==> config.mk <==
export PLATFORM = sky130hd
export DESIGN_NAME = alu4_issuer
export DESIGN_NICKNAME = d
export VERILOG_FILES = /design/src/rtl/alu4_pkg.sv /design/src/rtl/alu4_cmd_fifo.sv /design/src/rtl/alu4_issuer.sv
export SDC_FILE = /design/constraint.sdc
export NUM_CORES = 1
export LEC_CHECK = 0
export ABC_AREA = 1
export CORE_UTILIZATION = 55
export DETAILED_ROUTE_END_ITERATION = 7
export PLACE_DENSITY_LB_ADDON = 0.1
export SLEW_MARGIN = 20
export SYNTH_ARGS = -nofsm -noshare
export SYNTH_HDL_FRONTEND = slang
export SYNTH_HIERARCHICAL = 1
export SYNTH_SLANG_ARGS = --single-unit
==> constraint.sdc <==
create_clock -name clk -period 4.7 [get_ports clk]
set_input_delay 0.705 -clock clk [delete_from_list [all_inputs] [get_ports clk]]
set_output_delay 0.705 -clock clk [all_outputs]
set_load 0.005 [all_outputs]
==> src/rtl/alu4_pkg.sv <==
// Shared types and constants for the alu4_issuer command initiator:
// ALU op encodings, response flag bit positions, FSM states and FIFO entry layout.
package alu4_pkg;

  localparam logic [1:0] ALU_ADD = 2'b00;
  localparam logic [1:0] ALU_SUB = 2'b01;
  localparam logic [1:0] ALU_AND = 2'b10;
  localparam logic [1:0] ALU_OR  = 2'b11;

  // Bit positions inside rsp_flags = {overflow, zero, carry}
  localparam int FLAG_CARRY = 0;
  localparam int FLAG_ZERO  = 1;
  localparam int FLAG_OVF   = 2;

  localparam int CMD_W = 11;

  typedef enum logic [1:0] {
    ST_IDLE  = 2'd0,
    ST_DRIVE = 2'd1,
    ST_RESP  = 2'd2
  } state_e;

  typedef struct packed {
    logic       chain;
    logic [1:0] sel;
    logic [3:0] b;
    logic [3:0] a;
  } cmd_entry_t;

endpackage

==> src/rtl/alu4_cmd_fifo.sv <==
// Parameterised synchronous FIFO with show-ahead read data; pushes when full
// and pops when empty are ignored. DEPTH must be a power of two.
module alu4_cmd_fifo #(
  parameter int DEPTH = 4,
  parameter int DW    = 11
) (
  input  logic                     clk,
  input  logic                     rst,
  input  logic                     push_i,
  input  logic [DW-1:0]            wdata_i,
  input  logic                     pop_i,
  output logic [DW-1:0]            rdata_o,
  output logic                     full_o,
  output logic                     empty_o,
  output logic [$clog2(DEPTH):0]   count_o
);

  localparam int AW = $clog2(DEPTH);
  localparam int CW = AW + 1;
  localparam logic [CW-1:0] FULL_C = CW'(DEPTH);

  logic [DW-1:0] mem_q [DEPTH];
  logic [AW-1:0] wr_ptr_q, wr_ptr_d;
  logic [AW-1:0] rd_ptr_q, rd_ptr_d;
  logic [CW-1:0] count_q, count_d;
  logic          push_s, pop_s;

  assign full_o  = (count_q == FULL_C);
  assign empty_o = (count_q == {CW{1'b0}});
  assign count_o = count_q;
  assign rdata_o = mem_q[rd_ptr_q];
  assign push_s  = push_i & ~full_o;
  assign pop_s   = pop_i & ~empty_o;

  always_comb begin
    wr_ptr_d = push_s ? (wr_ptr_q + AW'(1)) : wr_ptr_q;
    rd_ptr_d = pop_s  ? (rd_ptr_q + AW'(1)) : rd_ptr_q;
    case ({push_s, pop_s})
      2'b10:   count_d = count_q + CW'(1);
      2'b01:   count_d = count_q - CW'(1);
      default: count_d = count_q;
    endcase
  end

  always_ff @(posedge clk or posedge rst) begin
    if (rst) begin
      wr_ptr_q <= {AW{1'b0}};
      rd_ptr_q <= {AW{1'b0}};
      count_q  <= {CW{1'b0}};
    end else begin
      wr_ptr_q <= wr_ptr_d;
      rd_ptr_q <= rd_ptr_d;
      count_q  <= count_d;
    end
  end

  // Storage is data-only; validity is tracked by the pointers and count
  always_ff @(posedge clk) begin
    if (push_s) begin
      mem_q[wr_ptr_q] <= wdata_i;
    end
  end

endmodule

==> src/rtl/alu4_issuer.sv <==
// Flow-controlled issuer for the 4-bit combinational ALU with result chaining.
// Define ALU4_ISSUER_STICKY_FLAGS_EN to accumulate {overflow, carry} in sticky_flags.
module alu4_issuer
  import alu4_pkg::*;
#(
  parameter int FIFO_DEPTH = 4
) (
  input  logic       clk,
  input  logic       rst,
  input  logic       cmd_valid,
  output logic       cmd_ready,
  input  logic [3:0] cmd_a,
  input  logic [3:0] cmd_b,
  input  logic [1:0] cmd_sel,
  input  logic       cmd_chain,
  output logic [3:0] alu_a,
  output logic [3:0] alu_b,
  output logic [1:0] alu_sel,
  input  logic [3:0] alu_result,
  input  logic       alu_carry,
  input  logic       alu_zero,
  input  logic       alu_overflow,
  output logic       rsp_valid,
  input  logic       rsp_ready,
  output logic [3:0] rsp_result,
  output logic [2:0] rsp_flags,
  output logic       busy,
  input  logic       sticky_clr,
  output logic [1:0] sticky_flags
);

  localparam int CW = $clog2(FIFO_DEPTH) + 1;

  state_e           state_q, state_d;
  cmd_entry_t       push_entry_s, head_entry_s;
  logic [CMD_W-1:0] head_raw_s;
  logic             fifo_full_s, fifo_empty_s;
  logic [CW-1:0]    fifo_count_s;
  logic             pop_s, capture_s;

  logic [3:0] alu_a_q, alu_a_d, alu_b_q, alu_b_d;
  logic [1:0] alu_sel_q, alu_sel_d;
  logic [3:0] rsp_result_q, rsp_result_d, last_result_q, last_result_d;
  logic [2:0] rsp_flags_q, rsp_flags_d;
  logic       rsp_valid_q, rsp_valid_d;

  assign push_entry_s = '{chain: cmd_chain, sel: cmd_sel, b: cmd_b, a: cmd_a};
  assign head_entry_s = head_raw_s;

  alu4_cmd_fifo #(
    .DEPTH (FIFO_DEPTH),
    .DW    (CMD_W)
  ) u_fifo (
    .clk     (clk),
    .rst     (rst),
    .push_i  (cmd_valid),
    .wdata_i (push_entry_s),
    .pop_i   (pop_s),
    .rdata_o (head_raw_s),
    .full_o  (fifo_full_s),
    .empty_o (fifo_empty_s),
    .count_o (fifo_count_s)
  );

  assign cmd_ready = ~fifo_full_s;
  assign busy      = (state_q != ST_IDLE) | (fifo_count_s != {CW{1'b0}});

  // Sequencer: pop a command, drive the ALU for one cycle, then hold the response
  always_comb begin
    state_d   = state_q;
    pop_s     = 1'b0;
    capture_s = 1'b0;
    case (state_q)
      ST_IDLE: begin
        if (!fifo_empty_s) begin
          pop_s   = 1'b1;
          state_d = ST_DRIVE;
        end else begin
          state_d = ST_IDLE;
        end
      end
      ST_DRIVE: begin
        capture_s = 1'b1;
        state_d   = ST_RESP;
      end
      ST_RESP: begin
        if (rsp_ready) begin
          if (!fifo_empty_s) begin
            pop_s   = 1'b1;
            state_d = ST_DRIVE;
          end else begin
            state_d = ST_IDLE;
          end
        end else begin
          state_d = ST_RESP;
        end
      end
      default: state_d = ST_IDLE;
    endcase
  end

  // Operand load on pop; result/flag capture at the end of DRIVE
  always_comb begin
    alu_a_d       = alu_a_q;
    alu_b_d       = alu_b_q;
    alu_sel_d     = alu_sel_q;
    rsp_result_d  = rsp_result_q;
    rsp_flags_d   = rsp_flags_q;
    last_result_d = last_result_q;
    if (pop_s) begin
      alu_a_d   = head_entry_s.chain ? last_result_q : head_entry_s.a;
      alu_b_d   = head_entry_s.b;
      alu_sel_d = head_entry_s.sel;
    end else begin
      alu_a_d   = alu_a_q;
    end
    if (capture_s) begin
      rsp_result_d            = alu_result;
      last_result_d           = alu_result;
      rsp_flags_d[FLAG_OVF]   = alu_overflow;
      rsp_flags_d[FLAG_ZERO]  = alu_zero;
      rsp_flags_d[FLAG_CARRY] = alu_carry;
    end else begin
      rsp_result_d = rsp_result_q;
    end
    rsp_valid_d = (state_d == ST_RESP);
  end

  always_ff @(posedge clk or posedge rst) begin
    if (rst) begin
      state_q       <= ST_IDLE;
      alu_a_q       <= 4'h0;
      alu_b_q       <= 4'h0;
      alu_sel_q     <= 2'b00;
      rsp_result_q  <= 4'h0;
      rsp_flags_q   <= 3'b000;
      last_result_q <= 4'h0;
      rsp_valid_q   <= 1'b0;
    end else begin
      state_q       <= state_d;
      alu_a_q       <= alu_a_d;
      alu_b_q       <= alu_b_d;
      alu_sel_q     <= alu_sel_d;
      rsp_result_q  <= rsp_result_d;
      rsp_flags_q   <= rsp_flags_d;
      last_result_q <= last_result_d;
      rsp_valid_q   <= rsp_valid_d;
    end
  end

  assign alu_a      = alu_a_q;
  assign alu_b      = alu_b_q;
  assign alu_sel    = alu_sel_q;
  assign rsp_result = rsp_result_q;
  assign rsp_flags  = rsp_flags_q;
  assign rsp_valid  = rsp_valid_q;

`ifdef ALU4_ISSUER_STICKY_FLAGS_EN
  logic [1:0] sticky_q, sticky_d;

  // Clear takes priority over a coinciding capture
  always_comb begin
    if (sticky_clr) begin
      sticky_d = 2'b00;
    end else if (capture_s) begin
      sticky_d = sticky_q | {alu_overflow, alu_carry};
    end else begin
      sticky_d = sticky_q;
    end
  end

  always_ff @(posedge clk or posedge rst) begin
    if (rst) begin
      sticky_q <= 2'b00;
    end else begin
      sticky_q <= sticky_d;
    end
  end

  assign sticky_flags = sticky_q;
`else
  logic sticky_unused_s;
  assign sticky_unused_s = sticky_clr;
  assign sticky_flags    = 2'b00;
`endif

endmodule
==> flow_summary_export.csv <==
group,metric,value,unit
placed_design,place_area,0.00356,mm2
synthesis,synth_edf_count,44,
floorplanning,fp.coreArea,0.00551,mm2
sta,min_period,2490,ps
route,first_pass_iters,5,
clock_network,ctsHoldBuffers,0,
floorplanning,initial_core_util,57.2,%
synthesis,ys_warn_count,6,
placed_design,place_congestion,0.762,
worst_setup_path,path_cells,"clkdlybuf4s50_1, nor2_4, nor2_4, nand2_1, inv_1, ha_1, inv_1, fa_1, nand2_1, nand3_1, nand2_1, nand2_1",
synthesis,ys_types,23,
status,outcome,"completed",
layout,design_area,0.00375,mm2
worst_setup_path,path_class,"primary input to flip-flop",
synthesis,synth_area_leaders,"edfxtp_1 (42%), dfrtp_1 (21%), nand2_1 (9.5%)",
synthesis,yosysTopAreaCell,"edfxtp_1",
sta,min_period_over_period,53.1,%
route,vias,2000,
sta,slew_headroom,25.8,%
synthesis,synth_mux_area_share,0,%
clock_network,cts_resized,0,
clock_network,clockBufferDepth,2,
synthesis,synth_seq_cells,71,
floorplanning,fp.dieH,77.7,um
power_and_ir_drop,power.total,0.00241,W
clock_network,clk_pin_slew,70,ps
global_routing,grt_pass1_wl,8720,um
synthesis,synth_simple_gate_area_share,18.1,%
floorplanning,io_pins,45,
layout,drive_gt1_share,10.8,%
sta,drv_slew,0,
synthesis,synth_top_area_share,41.9,%
clock_network,root_buffer,"clkbuf_8",
route,wl,5210,um
clock_network,clk_latency,330,ps
global_routing,grt_pass1_vias,1866,
route,drt-initial-drc-count,88,
synthesis,synthCells,296,
sta,worst_hold_slack,467,ps
route,drc,0,
global_routing,track_usage,19.6,%
synthesis,synth.cell_area,0.00315,mm2
worst_setup_path,cp_max_fo,13,
layout,fin_nets,368,
sta,setup_viol,0,
global_routing,grt_max_degree,46,
worst_setup_path,crit_path_top_delay_cell,"clkdlybuf4s50_1",
worst_setup_path,cp-start-kind,"primary input",
clock_network,cts.sinks,71,
synthesis,synth_fa_ha_area_share,2.62,%
global_routing,overflow,0,
sta,hold_viol_final,0,
floorplanning,die_area,0.00603,mm2
sta,tns,0,ps
worst_setup_path,cp_data_arrival_time,2720,ps
placed_design,dp_hpwl,3450,um
worst_setup_path,crit_required,4920,ps
route,via_per_inst,4.81,
sta,fmax,401,MHz
synthesis,synth_xor_area_share,0.278,%
job,drv_cap,0,
placed_design,io_buffers,41,
sta,worst_slew_pin_slew,1110,ps
synthesis,synth_common_cells,"nand2_1 (80), inv_1 (48), edfxtp_1 (44)",
power_and_ir_drop,peakVddDrop,0.299,mV
route,drt.antenna.violating_nets,0,
worst_setup_path,crit_path_frequent_cell,"nand2_1",
synthesis,yosys.cell_count.top_type,"nand2_1",
synthesis,ys_seq_area_share,63.4,%
floorplanning,rows,27,
clock_network,cts_tree,"done",
clock_network,cts_max_level,3,
layout,syn_to_final_growth,18.9,%
layout,n_antenna_cell,0,
power_and_ir_drop,p_leak,1.67,nW
worst_hold_path,hold_path_class,"flip-flop to flip-flop",
power_and_ir_drop,power_density,643,mW/mm2
floorplanning,die_w,77.7,um
clock_network,cts_setup_buffers,0,
global_routing,antenna_found_initial,0,
worst_setup_path,max_stage_delay,540,ps
route,wire_per_inst,12.5,um
sta,skew,8.73,ps
sta,rsz0062_at_grt,"no",
synthesis,synth_top_family_by_area,"simple AND/OR/NAND/NOR gates",
synthesis,synth-async-reset-ratio,38.0,%
clock_network,numCtsBuffers,9,
synthesis,synth_compound_area_share,6.35,%
worst_setup_path,end_kind,"flip-flop",
synthesis,synthFlopType,"edfxtp_1",
synthesis,syn_area_per_cell,10.6,um2
-- where the power goes --
group	switching (W)	total (W)	internal, W
Sequential	0.000121	0.000990	0.000869
Combinational	0.000553	0.000954	0.000401
Clock	0.000202	0.000464	0.000261
Total	0.000877	0.00241	0.00153
-- worst paths after layout --
check	depth (start not counted)	startpoint	to	slack, ps
min reg2reg	2	rsp_flags[2]$_DFFE_PP0N_	rsp_flags[2]$_DFFE_PP0N_	470
max	12	rsp_ready	u_fifo/count_o[2]$_DFFE_PP0P_	2210
max in group asynchronous	2	rst	alu_b[1]$_DFFE_PP0P_	3390
min in group asynchronous	2	rst	u_fifo/rd_ptr_q[0]$_DFFE_PP0P_	630
min	2	rsp_flags[2]$_DFFE_PP0N_	rsp_flags[2]$_DFFE_PP0N_	470
max reg2reg	15	u_fifo/count_o[0]$_DFFE_PP0P_	u_fifo/count_o[2]$_DFFE_PP0P_	2290
-- state kept, by name, summed over array words and instances, names as in the netlist --
signal	flops
alu_a	4
last_result_q	4
u_fifo/rd_ptr_q	2
alu_b	4
u_fifo/count_o	3
alu_sel	2
u_fifo/wr_ptr_q	2
rsp_flags	3
u_fifo/mem_q	44
rsp_valid	1
state_q	2
-- critical path, delay by kind of cell --
kind,cells,cell delay (ps)
and+or+nand+nor,7,810
buffers and inverters,3,680
adders and majority gates,2,540
-- metal layers --
| layer | global-route usage [%] | vias up | part of all wire [%] |
|---|---|---|---|
| li1 | - | 1036 | - |
| met1 | 25.4 | 913 | 47 |
| met2 | 30.4 | 44 | 48 |
| met3 | 5.65 | 7 | 3.8 |
| met4 | 9.62 | 0 | 1.1 |
| met5 | 0 | - | 0 |
-- kinds of logic after synthesis --
family,Yosys count
DFF,71
adders and majority gates,6
other,1
AOI/OAI and AO/OA,29
and+or+nand+nor,127
buffers and inverters,61
xor gates and xnor gates,1
-- placed cells by master (no fill, tap or decap), types with 2 or more instances in the layout --
master / count
nand2_1: 80
inv_1: 48
edfxtp_1: 44
clkdlybuf4s50_1: 41
dfrtp_1: 27
nand2_2: 22
o211ai_1: 22
nand3_1: 15
clkbuf_8: 10
o21ai_0: 7
nor2_1: 6
clkbuf_1: 5
ha_1: 5
nor2_4: 2
conb_1: 2
-- per-stage QoR --
stage | cells | utilization, % | worst slack (ps)
after detailed placement | 400 | 64.6 | 1870
after global routing | 416 | 68.0 | 1970
after global placement | 400 | 64.6 | 1910
final | 416 | 68.0 | 2210
after CTS | 416 | 68.0 | 2220
after floorplan | 297 | - | 2620
-- cell type report --
cell class | instances | area (um2)
Sequential cell | 71 | 2000
Fill cell | 431 | 1760
Multi-Input combinational cell | 165 | 868
Timing Repair Buffer | 41 | 410
Inverter | 51 | 194
Clock buffer | 15 | 156
Tap cell | 72 | 90.1
Clock inverter | 1 | 30.0
Power figures use the tool's default switching activity.
